**config.mk**
```make
export PLATFORM = sky130hd
export DESIGN_NAME = decode_pipe_flat
export DESIGN_NICKNAME = d
export VERILOG_FILES = /design/src/rtl/decode_pipe_if.sv /design/src/rtl/decode_pipe.sv /design/src/flat_wrapper.sv
export SDC_FILE = /design/constraint.sdc
export NUM_CORES = 1
export LEC_CHECK = 0
export BUFFER_PORTS_ARGS = -buffer_cell sky130_fd_sc_hd__buf_4
export CORE_AREA = 2 2 151 153
export DETAILED_ROUTE_END_ITERATION = 8
export DIE_AREA = 0 0 153 155
export GPL_ROUTABILITY_DRIVEN = 0
export PLACE_DENSITY = 0.63
export SLEW_MARGIN = 40
export SYNTH_ARGS = -nofsm -noshare
export SYNTH_HDL_FRONTEND = slang
export SYNTH_SLANG_ARGS = --single-unit
```
**constraint.sdc**
```tcl
create_clock -name clk -period 7.3 [get_ports clk]
set_input_delay 0.73 -clock clk [delete_from_list [all_inputs] [get_ports clk]]
set_output_delay 0.73 -clock clk [all_outputs]
set_load 0.005 [all_outputs]
```
**src/rtl/decode_pipe_if.sv**
```systemverilog
// Fetch-to-execute decode channel: instruction in, decoded bundle out, plus flush.
// The master side is the fetch/execute environment; the slave side is the decode stage.
interface decode_pipe_if #(
    parameter int unsigned XLEN      = 32,
    parameter int unsigned REG_AW    = 5,
    parameter int unsigned ALU_CTL_W = 5
);
    logic                 flush;
    logic                 in_valid;
    logic                 in_ready;
    logic [31:0]          instr_raw;
    logic [XLEN-1:0]      pc_in;
    logic                 out_valid;
    logic                 out_ready;
    logic [XLEN-1:0]      pc_out;
    logic [XLEN-1:0]      imm;
    logic [ALU_CTL_W-1:0] alu_ctl;
    logic                 alu_src;
    logic                 branch_c;
    logic                 branch_uc;
    logic                 branch_relative;
    logic                 mem_read;
    logic                 mem_write;
    logic [1:0]           mem_size;
    logic                 mem_unsigned;
    logic                 reg_write;
    logic [REG_AW-1:0]    read_reg1;
    logic [REG_AW-1:0]    read_reg2;
    logic [REG_AW-1:0]    write_reg;
    logic                 illegal;

    modport master (
        output flush, in_valid, instr_raw, pc_in, out_ready,
        input  in_ready, out_valid, pc_out, imm, alu_ctl, alu_src, branch_c, branch_uc,
               branch_relative, mem_read, mem_write, mem_size, mem_unsigned, reg_write,
               read_reg1, read_reg2, write_reg, illegal
    );

    modport slave (
        input  flush, in_valid, instr_raw, pc_in, out_ready,
        output in_ready, out_valid, pc_out, imm, alu_ctl, alu_src, branch_c, branch_uc,
               branch_relative, mem_read, mem_write, mem_size, mem_unsigned, reg_write,
               read_reg1, read_reg2, write_reg, illegal
    );
endinterface

```
**src/rtl/decode_pipe.sv**
```systemverilog
// Pipelined RV32I decode stage: combinational decode into a registered output bundle
// backed by a one-entry skid buffer, valid/ready on both sides, flush drops everything held.
module decode_pipe #(
    parameter int unsigned XLEN      = 32,
    parameter int unsigned REG_AW    = 5,
    parameter int unsigned ALU_CTL_W = 5,
    parameter bit          EN_UPPER  = 1'b1
) (
    input logic           clk,
    input logic           rst,
    decode_pipe_if.slave  bus
);
    localparam logic [6:0] OPC_LUI    = 7'b0110111;
    localparam logic [6:0] OPC_AUIPC  = 7'b0010111;
    localparam logic [6:0] OPC_JAL    = 7'b1101111;
    localparam logic [6:0] OPC_JALR   = 7'b1100111;
    localparam logic [6:0] OPC_BRANCH = 7'b1100011;
    localparam logic [6:0] OPC_LOAD   = 7'b0000011;
    localparam logic [6:0] OPC_STORE  = 7'b0100011;
    localparam logic [6:0] OPC_OPIMM  = 7'b0010011;
    localparam logic [6:0] OPC_OP     = 7'b0110011;
    localparam logic [6:0] F7_BASE    = 7'b0000000;
    localparam logic [6:0] F7_ALT     = 7'b0100000;

    localparam logic [ALU_CTL_W-1:0] ALU_ADD     = ALU_CTL_W'(2);
    localparam logic [ALU_CTL_W-1:0] ALU_SUB     = ALU_CTL_W'(3);
    localparam logic [ALU_CTL_W-1:0] ALU_AND     = ALU_CTL_W'(4);
    localparam logic [ALU_CTL_W-1:0] ALU_OR      = ALU_CTL_W'(5);
    localparam logic [ALU_CTL_W-1:0] ALU_XOR     = ALU_CTL_W'(6);
    localparam logic [ALU_CTL_W-1:0] ALU_LT      = ALU_CTL_W'(7);
    localparam logic [ALU_CTL_W-1:0] ALU_GE      = ALU_CTL_W'(8);
    localparam logic [ALU_CTL_W-1:0] ALU_LTU     = ALU_CTL_W'(9);
    localparam logic [ALU_CTL_W-1:0] ALU_CHOOSEB = ALU_CTL_W'(10);
    localparam logic [ALU_CTL_W-1:0] ALU_GEU     = ALU_CTL_W'(11);
    localparam logic [ALU_CTL_W-1:0] ALU_EQ      = ALU_CTL_W'(12);
    localparam logic [ALU_CTL_W-1:0] ALU_NE      = ALU_CTL_W'(13);
    localparam logic [ALU_CTL_W-1:0] ALU_SLL     = ALU_CTL_W'(14);
    localparam logic [ALU_CTL_W-1:0] ALU_SRL     = ALU_CTL_W'(15);
    localparam logic [ALU_CTL_W-1:0] ALU_SRA     = ALU_CTL_W'(16);
    localparam logic [ALU_CTL_W-1:0] ALU_SLT     = ALU_CTL_W'(17);
    localparam logic [ALU_CTL_W-1:0] ALU_SLTU    = ALU_CTL_W'(18);
    localparam logic [ALU_CTL_W-1:0] ALU_ZERO    = ALU_CTL_W'(31);

    typedef struct packed {
        logic [XLEN-1:0]      pc;
        logic [XLEN-1:0]      imm;
        logic [ALU_CTL_W-1:0] alu_ctl;
        logic                 alu_src;
        logic                 branch_c;
        logic                 branch_uc;
        logic                 branch_relative;
        logic                 mem_read;
        logic                 mem_write;
        logic [1:0]           mem_size;
        logic                 mem_unsigned;
        logic                 reg_write;
        logic [REG_AW-1:0]    rs1;
        logic [REG_AW-1:0]    rs2;
        logic [REG_AW-1:0]    rd;
        logic                 illegal;
    } bundle_t;

    logic [31:0]        instr;
    logic [6:0]         opcode;
    logic [2:0]         funct3;
    logic [6:0]         funct7;
    logic signed [31:0] imm_i, imm_s, imm_b, imm_u, imm_j;

    assign instr  = bus.instr_raw;
    assign opcode = instr[6:0];
    assign funct3 = instr[14:12];
    assign funct7 = instr[31:25];
    assign imm_i  = {{20{instr[31]}}, instr[31:20]};
    assign imm_s  = {{20{instr[31]}}, instr[31:25], instr[11:7]};
    assign imm_b  = {{19{instr[31]}}, instr[31], instr[7], instr[30:25], instr[11:8], 1'b0};
    assign imm_u  = {instr[31:12], 12'b0};
    assign imm_j  = {{11{instr[31]}}, instr[31], instr[19:12], instr[20], instr[30:21], 1'b0};

    bundle_t dec;
    logic    legal;
    logic    writes_rd;

    // Combinational decode of the presented instruction; illegal ones are neutralised at the end.
    always_comb begin
        dec       = '0;
        legal     = 1'b0;
        writes_rd = 1'b0;
        dec.pc      = bus.pc_in;
        dec.rs1     = REG_AW'(instr[19:15]);
        dec.rs2     = REG_AW'(instr[24:20]);
        dec.rd      = REG_AW'(instr[11:7]);
        dec.alu_ctl = ALU_ADD;
        case (opcode)
            OPC_LUI: begin
                legal = EN_UPPER; writes_rd = 1'b1;
                dec.imm = XLEN'(imm_u); dec.alu_ctl = ALU_CHOOSEB; dec.alu_src = 1'b1;
            end
            OPC_AUIPC: begin
                legal = EN_UPPER; writes_rd = 1'b1;
                dec.imm = XLEN'(imm_u); dec.alu_src = 1'b1;
            end
            OPC_JAL: begin
                legal = 1'b1; writes_rd = 1'b1;
                dec.imm = XLEN'(imm_j); dec.alu_ctl = ALU_CHOOSEB; dec.alu_src = 1'b1;
                dec.branch_uc = 1'b1; dec.branch_relative = 1'b1;
            end
            OPC_JALR: begin
                legal = (funct3 == 3'b000); writes_rd = 1'b1;
                dec.imm = XLEN'(imm_i); dec.alu_src = 1'b1; dec.branch_uc = 1'b1;
            end
            OPC_BRANCH: begin
                legal = 1'b1;
                dec.imm = XLEN'(imm_b); dec.branch_c = 1'b1; dec.branch_relative = 1'b1;
                case (funct3)
                    3'b000:  dec.alu_ctl = ALU_EQ;
                    3'b001:  dec.alu_ctl = ALU_NE;
                    3'b100:  dec.alu_ctl = ALU_LT;
                    3'b101:  dec.alu_ctl = ALU_GE;
                    3'b110:  dec.alu_ctl = ALU_LTU;
                    3'b111:  dec.alu_ctl = ALU_GEU;
                    default: legal = 1'b0;
                endcase
            end
            OPC_LOAD: begin
                legal = funct3 inside {3'b000, 3'b001, 3'b010, 3'b100, 3'b101};
                writes_rd = 1'b1;
                dec.imm = XLEN'(imm_i); dec.alu_src = 1'b1; dec.mem_read = 1'b1;
                dec.mem_size = funct3[1:0]; dec.mem_unsigned = funct3[2];
            end
            OPC_STORE: begin
                legal = funct3 inside {3'b000, 3'b001, 3'b010};
                dec.imm = XLEN'(imm_s); dec.alu_src = 1'b1; dec.mem_write = 1'b1;
                dec.mem_size = funct3[1:0];
            end
            OPC_OPIMM: begin
                legal = 1'b1; writes_rd = 1'b1;
                dec.imm = XLEN'(imm_i); dec.alu_src = 1'b1;
                case (funct3)
                    3'b000: dec.alu_ctl = ALU_ADD;
                    3'b010: dec.alu_ctl = ALU_SLT;
                    3'b011: dec.alu_ctl = ALU_SLTU;
                    3'b100: dec.alu_ctl = ALU_XOR;
                    3'b110: dec.alu_ctl = ALU_OR;
                    3'b111: dec.alu_ctl = ALU_AND;
                    3'b001: begin
                        dec.alu_ctl = ALU_SLL;
                        legal = (funct7 == F7_BASE);
                    end
                    default: begin
                        dec.alu_ctl = (funct7 == F7_ALT) ? ALU_SRA : ALU_SRL;
                        legal = (funct7 == F7_BASE) || (funct7 == F7_ALT);
                    end
                endcase
            end
            OPC_OP: begin
                writes_rd = 1'b1;
                if (funct7 == F7_ALT) begin
                    legal = funct3 inside {3'b000, 3'b101};
                    dec.alu_ctl = (funct3 == 3'b000) ? ALU_SUB : ALU_SRA;
                end else begin
                    legal = (funct7 == F7_BASE);
                    case (funct3)
                        3'b000:  dec.alu_ctl = ALU_ADD;
                        3'b001:  dec.alu_ctl = ALU_SLL;
                        3'b010:  dec.alu_ctl = ALU_SLT;
                        3'b011:  dec.alu_ctl = ALU_SLTU;
                        3'b100:  dec.alu_ctl = ALU_XOR;
                        3'b101:  dec.alu_ctl = ALU_SRL;
                        3'b110:  dec.alu_ctl = ALU_OR;
                        default: dec.alu_ctl = ALU_AND;
                    endcase
                end
            end
            default: legal = 1'b0;
        endcase
        dec.reg_write = writes_rd && (instr[11:7] != 5'd0);
        if (!legal) begin
            dec.imm             = '0;
            dec.alu_ctl         = ALU_ZERO;
            dec.alu_src         = 1'b0;
            dec.branch_c        = 1'b0;
            dec.branch_uc       = 1'b0;
            dec.branch_relative = 1'b0;
            dec.mem_read        = 1'b0;
            dec.mem_write       = 1'b0;
            dec.mem_size        = 2'b00;
            dec.mem_unsigned    = 1'b0;
            dec.reg_write       = 1'b0;
        end
        dec.illegal = !legal;
    end

    bundle_t out_q, out_d, skid_q, skid_d;
    logic    out_valid_q, out_valid_d;
    logic    skid_valid_q, skid_valid_d;
    logic    in_ready_q, in_ready_d;
    logic    accept;
    logic    out_free;

    assign accept   = bus.in_valid && in_ready_q;
    assign out_free = !out_valid_q || bus.out_ready;

    // Next state: skid drains ahead of new input so order is preserved; flush wins over everything.
    always_comb begin
        out_d        = out_q;
        skid_d       = skid_q;
        out_valid_d  = out_valid_q;
        skid_valid_d = skid_valid_q;
        if (bus.flush) begin
            out_valid_d  = 1'b0;
            skid_valid_d = 1'b0;
        end else if (out_free) begin
            if (skid_valid_q) begin
                out_d        = skid_q;
                out_valid_d  = 1'b1;
                skid_valid_d = 1'b0;
            end else if (accept) begin
                out_d       = dec;
                out_valid_d = 1'b1;
            end else begin
                out_valid_d = 1'b0;
            end
        end else if (accept) begin
            skid_d       = dec;
            skid_valid_d = 1'b1;
        end
        in_ready_d = !skid_valid_d;
    end

    always_ff @(posedge clk or posedge rst) begin
        if (rst) begin
            out_q        <= '0;
            skid_q       <= '0;
            out_valid_q  <= 1'b0;
            skid_valid_q <= 1'b0;
            in_ready_q   <= 1'b1;
        end else begin
            out_q        <= out_d;
            skid_q       <= skid_d;
            out_valid_q  <= out_valid_d;
            skid_valid_q <= skid_valid_d;
            in_ready_q   <= in_ready_d;
        end
    end

    assign bus.in_ready        = in_ready_q;
    assign bus.out_valid       = out_valid_q;
    assign bus.pc_out          = out_q.pc;
    assign bus.imm             = out_q.imm;
    assign bus.alu_ctl         = out_q.alu_ctl;
    assign bus.alu_src         = out_q.alu_src;
    assign bus.branch_c        = out_q.branch_c;
    assign bus.branch_uc       = out_q.branch_uc;
    assign bus.branch_relative = out_q.branch_relative;
    assign bus.mem_read        = out_q.mem_read;
    assign bus.mem_write       = out_q.mem_write;
    assign bus.mem_size        = out_q.mem_size;
    assign bus.mem_unsigned    = out_q.mem_unsigned;
    assign bus.reg_write       = out_q.reg_write;
    assign bus.read_reg1       = out_q.rs1;
    assign bus.read_reg2       = out_q.rs2;
    assign bus.write_reg       = out_q.rd;
    assign bus.illegal         = out_q.illegal;
endmodule

```
**src/flat_wrapper.sv**
```systemverilog
// flat-port wrapper written by rule: the top's interface ports become plain ports
module decode_pipe_flat 
#(
    parameter int unsigned XLEN      = 32,
    parameter int unsigned REG_AW    = 5,
    parameter int unsigned ALU_CTL_W = 5,
    parameter bit          EN_UPPER  = 1'b1
)
  (clk, rst, bus_flush, bus_in_valid, bus_instr_raw, bus_pc_in, bus_out_ready, bus_in_ready, bus_out_valid, bus_pc_out, bus_imm, bus_alu_ctl, bus_alu_src, bus_branch_c, bus_branch_uc, bus_branch_relative, bus_mem_read, bus_mem_write, bus_mem_size, bus_mem_unsigned, bus_reg_write, bus_read_reg1, bus_read_reg2, bus_write_reg, bus_illegal);
  decode_pipe_if #(.XLEN(XLEN), .REG_AW(REG_AW), .ALU_CTL_W(ALU_CTL_W)) bus_i ();
  input logic clk;
  input logic rst;
  input wire logic [$bits(bus_i.flush)-1:0] bus_flush;
  input wire logic [$bits(bus_i.in_valid)-1:0] bus_in_valid;
  input wire logic [$bits(bus_i.instr_raw)-1:0] bus_instr_raw;
  input wire logic [$bits(bus_i.pc_in)-1:0] bus_pc_in;
  input wire logic [$bits(bus_i.out_ready)-1:0] bus_out_ready;
  output wire logic [$bits(bus_i.in_ready)-1:0] bus_in_ready;
  output wire logic [$bits(bus_i.out_valid)-1:0] bus_out_valid;
  output wire logic [$bits(bus_i.pc_out)-1:0] bus_pc_out;
  output wire logic [$bits(bus_i.imm)-1:0] bus_imm;
  output wire logic [$bits(bus_i.alu_ctl)-1:0] bus_alu_ctl;
  output wire logic [$bits(bus_i.alu_src)-1:0] bus_alu_src;
  output wire logic [$bits(bus_i.branch_c)-1:0] bus_branch_c;
  output wire logic [$bits(bus_i.branch_uc)-1:0] bus_branch_uc;
  output wire logic [$bits(bus_i.branch_relative)-1:0] bus_branch_relative;
  output wire logic [$bits(bus_i.mem_read)-1:0] bus_mem_read;
  output wire logic [$bits(bus_i.mem_write)-1:0] bus_mem_write;
  output wire logic [$bits(bus_i.mem_size)-1:0] bus_mem_size;
  output wire logic [$bits(bus_i.mem_unsigned)-1:0] bus_mem_unsigned;
  output wire logic [$bits(bus_i.reg_write)-1:0] bus_reg_write;
  output wire logic [$bits(bus_i.read_reg1)-1:0] bus_read_reg1;
  output wire logic [$bits(bus_i.read_reg2)-1:0] bus_read_reg2;
  output wire logic [$bits(bus_i.write_reg)-1:0] bus_write_reg;
  output wire logic [$bits(bus_i.illegal)-1:0] bus_illegal;
  assign bus_i.flush = bus_flush;
  assign bus_i.in_valid = bus_in_valid;
  assign bus_i.instr_raw = bus_instr_raw;
  assign bus_i.pc_in = bus_pc_in;
  assign bus_i.out_ready = bus_out_ready;
  assign bus_in_ready = bus_i.in_ready;
  assign bus_out_valid = bus_i.out_valid;
  assign bus_pc_out = bus_i.pc_out;
  assign bus_imm = bus_i.imm;
  assign bus_alu_ctl = bus_i.alu_ctl;
  assign bus_alu_src = bus_i.alu_src;
  assign bus_branch_c = bus_i.branch_c;
  assign bus_branch_uc = bus_i.branch_uc;
  assign bus_branch_relative = bus_i.branch_relative;
  assign bus_mem_read = bus_i.mem_read;
  assign bus_mem_write = bus_i.mem_write;
  assign bus_mem_size = bus_i.mem_size;
  assign bus_mem_unsigned = bus_i.mem_unsigned;
  assign bus_reg_write = bus_i.reg_write;
  assign bus_read_reg1 = bus_i.read_reg1;
  assign bus_read_reg2 = bus_i.read_reg2;
  assign bus_write_reg = bus_i.write_reg;
  assign bus_illegal = bus_i.illegal;
  decode_pipe #(.XLEN(XLEN), .REG_AW(REG_AW), .ALU_CTL_W(ALU_CTL_W), .EN_UPPER(EN_UPPER)) u_core (.clk(clk), .rst(rst), .bus(bus_i));
endmodule
```
* Word-level counts from Yosys, hierarchy flattened
Cells that the tools add are included.
** Storage, ports and cells
- Register bits :: 193
- Word-level logic and storage cells :: 113
** Operators by class
- Equality and inequality tests :: 17
- Mux-type cells :: 31
- Bitwise operators :: 2
- Reduce and logical (&&, ||, !) cells :: 28
** Operators with widths (count)
- two-way mux 95 bit :: 2
- one-hot mux 32 bit (5 select lines) :: 1
- one-hot mux 5 bit (7 select lines) :: 2
- two-way mux 47 bit :: 1
- == test 7 x 6 -> 1 bit, second input constant :: 4
- one-hot mux 4 bit (6 select lines) :: 1
- == test 7 bit, second input constant :: 3
- one-hot mux 5 bit (4 select lines) :: 1
- two-way mux 1 bit :: 17
- two-way mux 5 bit :: 3
- == test 7 x 5 -> 1 bit, second input constant :: 2
- OR reduction 7 bit :: 2
- == test 3 bit, second input constant :: 4
- OR reduction 6 bit :: 2
- nonzero test 5 bit :: 2
- OR reduction 2 bit :: 5
- == test 7 x 2 -> 1 bit, second input constant :: 1
- logical NOT 7 bit :: 1
- one-hot mux 1 bit (7 select lines) :: 1
- == test 3 x 2 -> 1 bit, second input constant :: 2
- AND reduction 3 bit :: 2
- nonzero test 2 bit :: 3
- OR reduction 3 bit :: 2
- == test 3 x 1 -> 1 bit, second input constant :: 1
- other kinds (8) :: 13

* Logic depth before layout (Yosys ltp)
- Word-level depth :: 7
- Gate-level depth with buffers :: 10
- Gate-level depth less buffers :: 6

* Least setup slack after synthesis
OpenSTA, ideal clock, no wires.
- Path kind :: input-to-reg
- From :: input bus_instr_raw[6]
- To :: register u_core.out_q, in the netlist u_core.bus.imm[11]
- Library setup time :: 0.092 ns
- Arrival time :: 2.604 ns
- Slack :: 4.604 ns
- Cell stages on the path :: 9
- Path buffers :: 3
- Cell sequence :: and3b_2 > nand2_2 > or3_4 > and4_1 > buf_6 > or3_1 > buf_2 > buf_6 > o31ai_2
** Between the ends
- Longest elaborated chain between the ends :: 6
** Ends and longest elaborated chain
- start, declared :: RTL line flat_wrapper.sv:15 : input wire logic [$bits(bus_i.instr_raw)-1:0] bus_instr_raw;
- == test 7 x 6 -> 1 bit, or another cell as far along :: RTL line decode_pipe.sv:93 : case (opcode)
- OR reduction 3 bit (no source line) or OR reduction 2 bit (tied branches)
- one-hot mux 1 bit (7 select lines) or one-hot mux 32 bit (5 select lines) (tied branches) :: RTL line decode_pipe.sv:93
- two-way mux 47 bit * :: RTL line decode_pipe.sv:177 : if (!legal) begin
- two-way mux 95 bit * :: RTL line decode_pipe.sv:217 : end else if (accept) begin
- two-way mux 95 bit * :: RTL line decode_pipe.sv:213 : if (skid_valid_q) begin
- end signal, assigned :: RTL line decode_pipe.sv:238 : out_q <= out_d;
- end, declared :: RTL line decode_pipe.sv:193 : bundle_t out_q, out_d, skid_q, skid_d;
Mark *: on every way between the ends. The rest lies on a longest branch, timed or not. The select of a mux whose other input is x is not followed.
A chain may end at the register's enable or synchronous reset.

* Final worst setup path
- From :: register u_core.skid_valid_q
- To :: register u_core.out_q, in the netlist u_core.bus.imm[5]
** Between the ends
- Longest elaborated chain between the ends :: 2
** Ends and longest elaborated chain
- start, declared :: RTL line decode_pipe.sv:195 : logic skid_valid_q, skid_valid_d;
- start signal, assigned :: RTL line decode_pipe.sv:241 : skid_valid_q <= skid_valid_d;
- nonzero test 2 bit (no source line)
- AND reduction 3 bit (no source line)
Several ways; a longest one is shown, not always the timed one.

==> results.toml <==
[route]
wirelength_um = 23600
drt-initial-drc-count = 414
drtPass1Iterations = 5
antenna_left = 0
vias_per_cell = 5.28
via_count = 7128
wl_per_cell_um = 17.5
drc = 0

[logic_synthesis]
syn_area_um2 = 8740
seq_area_frac_synth = 0.552
netlist-cell-type-count = 54
ys_ff_latch = 193
synth_edf_count = 0
synthesis.nets = 995
synth_top_area_cell = "dfrtp_1"
synth_top_area_frac = 0.549
ys_warn_count = 0
synthFlopType = "dfrtp_1"
avgSynthCellArea_um2 = 9.44
netlist_instances = 926
synthTopCellsByArea = "dfrtp_1, nand2_1, mux2i_1"
postSynth.asyncResetShare = 1.00

[final_layout]
nFillCells = 2122
area_growth_pct = 23.5
drive_gt1_frac = 0.217
num_antenna_cells = 0
multi_input_area_um2 = 3650
largest_reg_flops = 95
design_area_um2 = 10800
max_flop_register = "u_core.skid_q"
seq_area_um2 = 4830
nNetsFinal = 1120

[global_route]
grt_overflow_total = 0
grt_pass1_vias = 6763
grt_pass1_wl_um = 37400
grt_max_degree = 125
antenna_found_initial = 0
grt.total_usage = 0.199

[sta]
tightest_slew_ns = 0.791
rsz0062_at_grt = "no"
finalClockSkew_ns = 0.0118
fmax_ghz = 0.335
slew_viol_final = 0
hold_slack_ns = 0.365
setup_violations = 0
tns_ns = 0
finalCritPeriodShare = 0.409
relSlewSlack = 0.467
hold_violations = 0
fin_crit_ns = 2.98

[clock_network]
cts.sinks = 193
clk_latency_ns = 0.43
root_buffer = "clkbuf_16"
cts_tree = "yes"
post_cts_buffers = 0
htreeDepth = 4
numCtsBuffers = 17
postCtsHoldBufs = 0
cts_buffer_depth = 2
cts.clk_slew.worst_paths_ns = 0.07
cts_resized = 0

[floorplanning]
placementRows = 55
core_area_um2 = 22200
die_height_um = 155
ios = 166
die_area_um2 = 23700
initial_core_util = 0.393
die_w_um = 153

[power_and_ir_drop]
p_leak_nw = 5.17
powerDensity_nw_per_um2 = 237
peakVddDrop_mv = 0.160

[setup_path]
crit_type = "reg -> reg"
required_ns = 7.66
critPathArrivalTime_ns = 3.34
critPathLaunchType = "register"
cp_slowest_cell = "dfrtp_4"
worstPathCellList = "a21oi_1 -> nor3_2 -> buf_4 -> nand2b_1 -> nor3_1 -> a221o_1"
critPathMaxFanout = 62
setup.worst_path.end_class = "register"
slowest_delay_ns = 0.80

[flow_run]
maxCapViolations = 0

[placed_design]
io_buffers = 165
postPlaceCellArea_um2 = 10200
dp_hpwl_um = 15300

[min_path]
hp-class = "in -> async"

[outcome]
outcome = "completed"
==> path summary, 6_finish.rpt <==
check                               startpoint                    to  slack [ns]  cells past startpoint
max                        u_core.skid_valid_q     u_core.bus.imm[5]        4.32                      6
min                                        rst  u_core.bus.pc_out[0]        0.36                      2
min in group clk             u_core.skid_q[57]     u_core.skid_q[57]        0.47                      2
max reg2reg                u_core.skid_valid_q     u_core.bus.imm[5]        4.32                      6
max in group asynchronous                  rst     u_core.skid_q[15]        5.79                      3
min reg2reg                  u_core.skid_q[57]     u_core.skid_q[57]        0.47                      2
==> synthesized netlist by cell type, drive strengths merged (5+ instances only) <==
cell      n
nand2   265
dfrtp   192
o21ai   109
a21oi    61
clkbuf   57
mux2i    49
and3     40
nor2     24
o31ai    22
a221o    10
buf       9
inv       8
o41ai     6
a22oi     5
nand2b    5
or3       5
==> cell usage in the layout, fill, tap and decap left out, types with 3 or more instances in the layout <==
cell type  instances
o21a_1             3
buf_6              3
inv_1              7
buf_4            169
a21oi_1           61
nor2b_1            4
clkinv_4           3
or3_1              3
a221o_1           10
and2_1             4
o31ai_2            9
nand2b_1           5
nand4_1            4
o21ai_1           14
dfrtp_1          191
a22oi_1            5
nand3_1            3
mux2i_1           49
clkbuf_16         17
o21ai_0           95
nor2_1            23
and3_1            40
o41ai_1            6
bufinv_16          3
nand2_1          263
a31oi_1            4
mux2_2             4
o31ai_1           12
==> stage by stage <==
step	total power, mW	util	worst slack [ns]	std cells
after floorplan	1.43	-	1.32	926
after global placement	1.60	0.457	3.87	1317
after detailed placement	1.61	0.458	3.93	1317
after CTS	2.59	0.486	4.36	1349
after global routing	2.68	0.486	4.10	1349
final	2.56	0.486	4.32	1349
==> worst max-delay path: cells and delay by family, from the launching register on <==
kind,cells,cell delay [ns]
AO/OA/AOI/OAI,2,0.43
buffers and inverters,1,0.44
AND/OR/NAND/NOR,3,1.21
flip-flops,1,0.80
==> report_power, final <==
part | switching (mW) | internal (mW) | leakage [nW] | total, mW
clock | 0.413 | 0.561 | 0.298 | 0.974
sequential | 0.0645 | 1.19 | 2.52 | 1.25
combinational | 0.179 | 0.151 | 2.35 | 0.330
total | 0.656 | 1.90 | 5.17 | 2.56
==> cells by family after synthesis <==
family | synth area share
buffers and inverters | 0.0338
and+or+nand+nor | 0.188
muxes | 0.0612
DFF | 0.552
AOI/OAI and AO/OA | 0.163
xor gates and xnor gates | 0.00200
==> area by class of cell <==
type	instances	share of cell area
clock buffer	21	0.0426
clock inverter	11	0.0140
inverter	8	0.00394
multi-input combinational	659	0.338
sequential	193	0.448
tap	285	0.0330
timing repair buffer	172	0.121
==> routing by layer <==
metal	part of all wire	GRT usage	vias to the layer above
li1	-	-	3453
met1	0.44	0.274	3431
met2	0.48	0.313	217
met3	0.058	0.0432	27
met4	0.021	0.0666	0
met5	0	0	-
(Power assumes the default switching activity.)
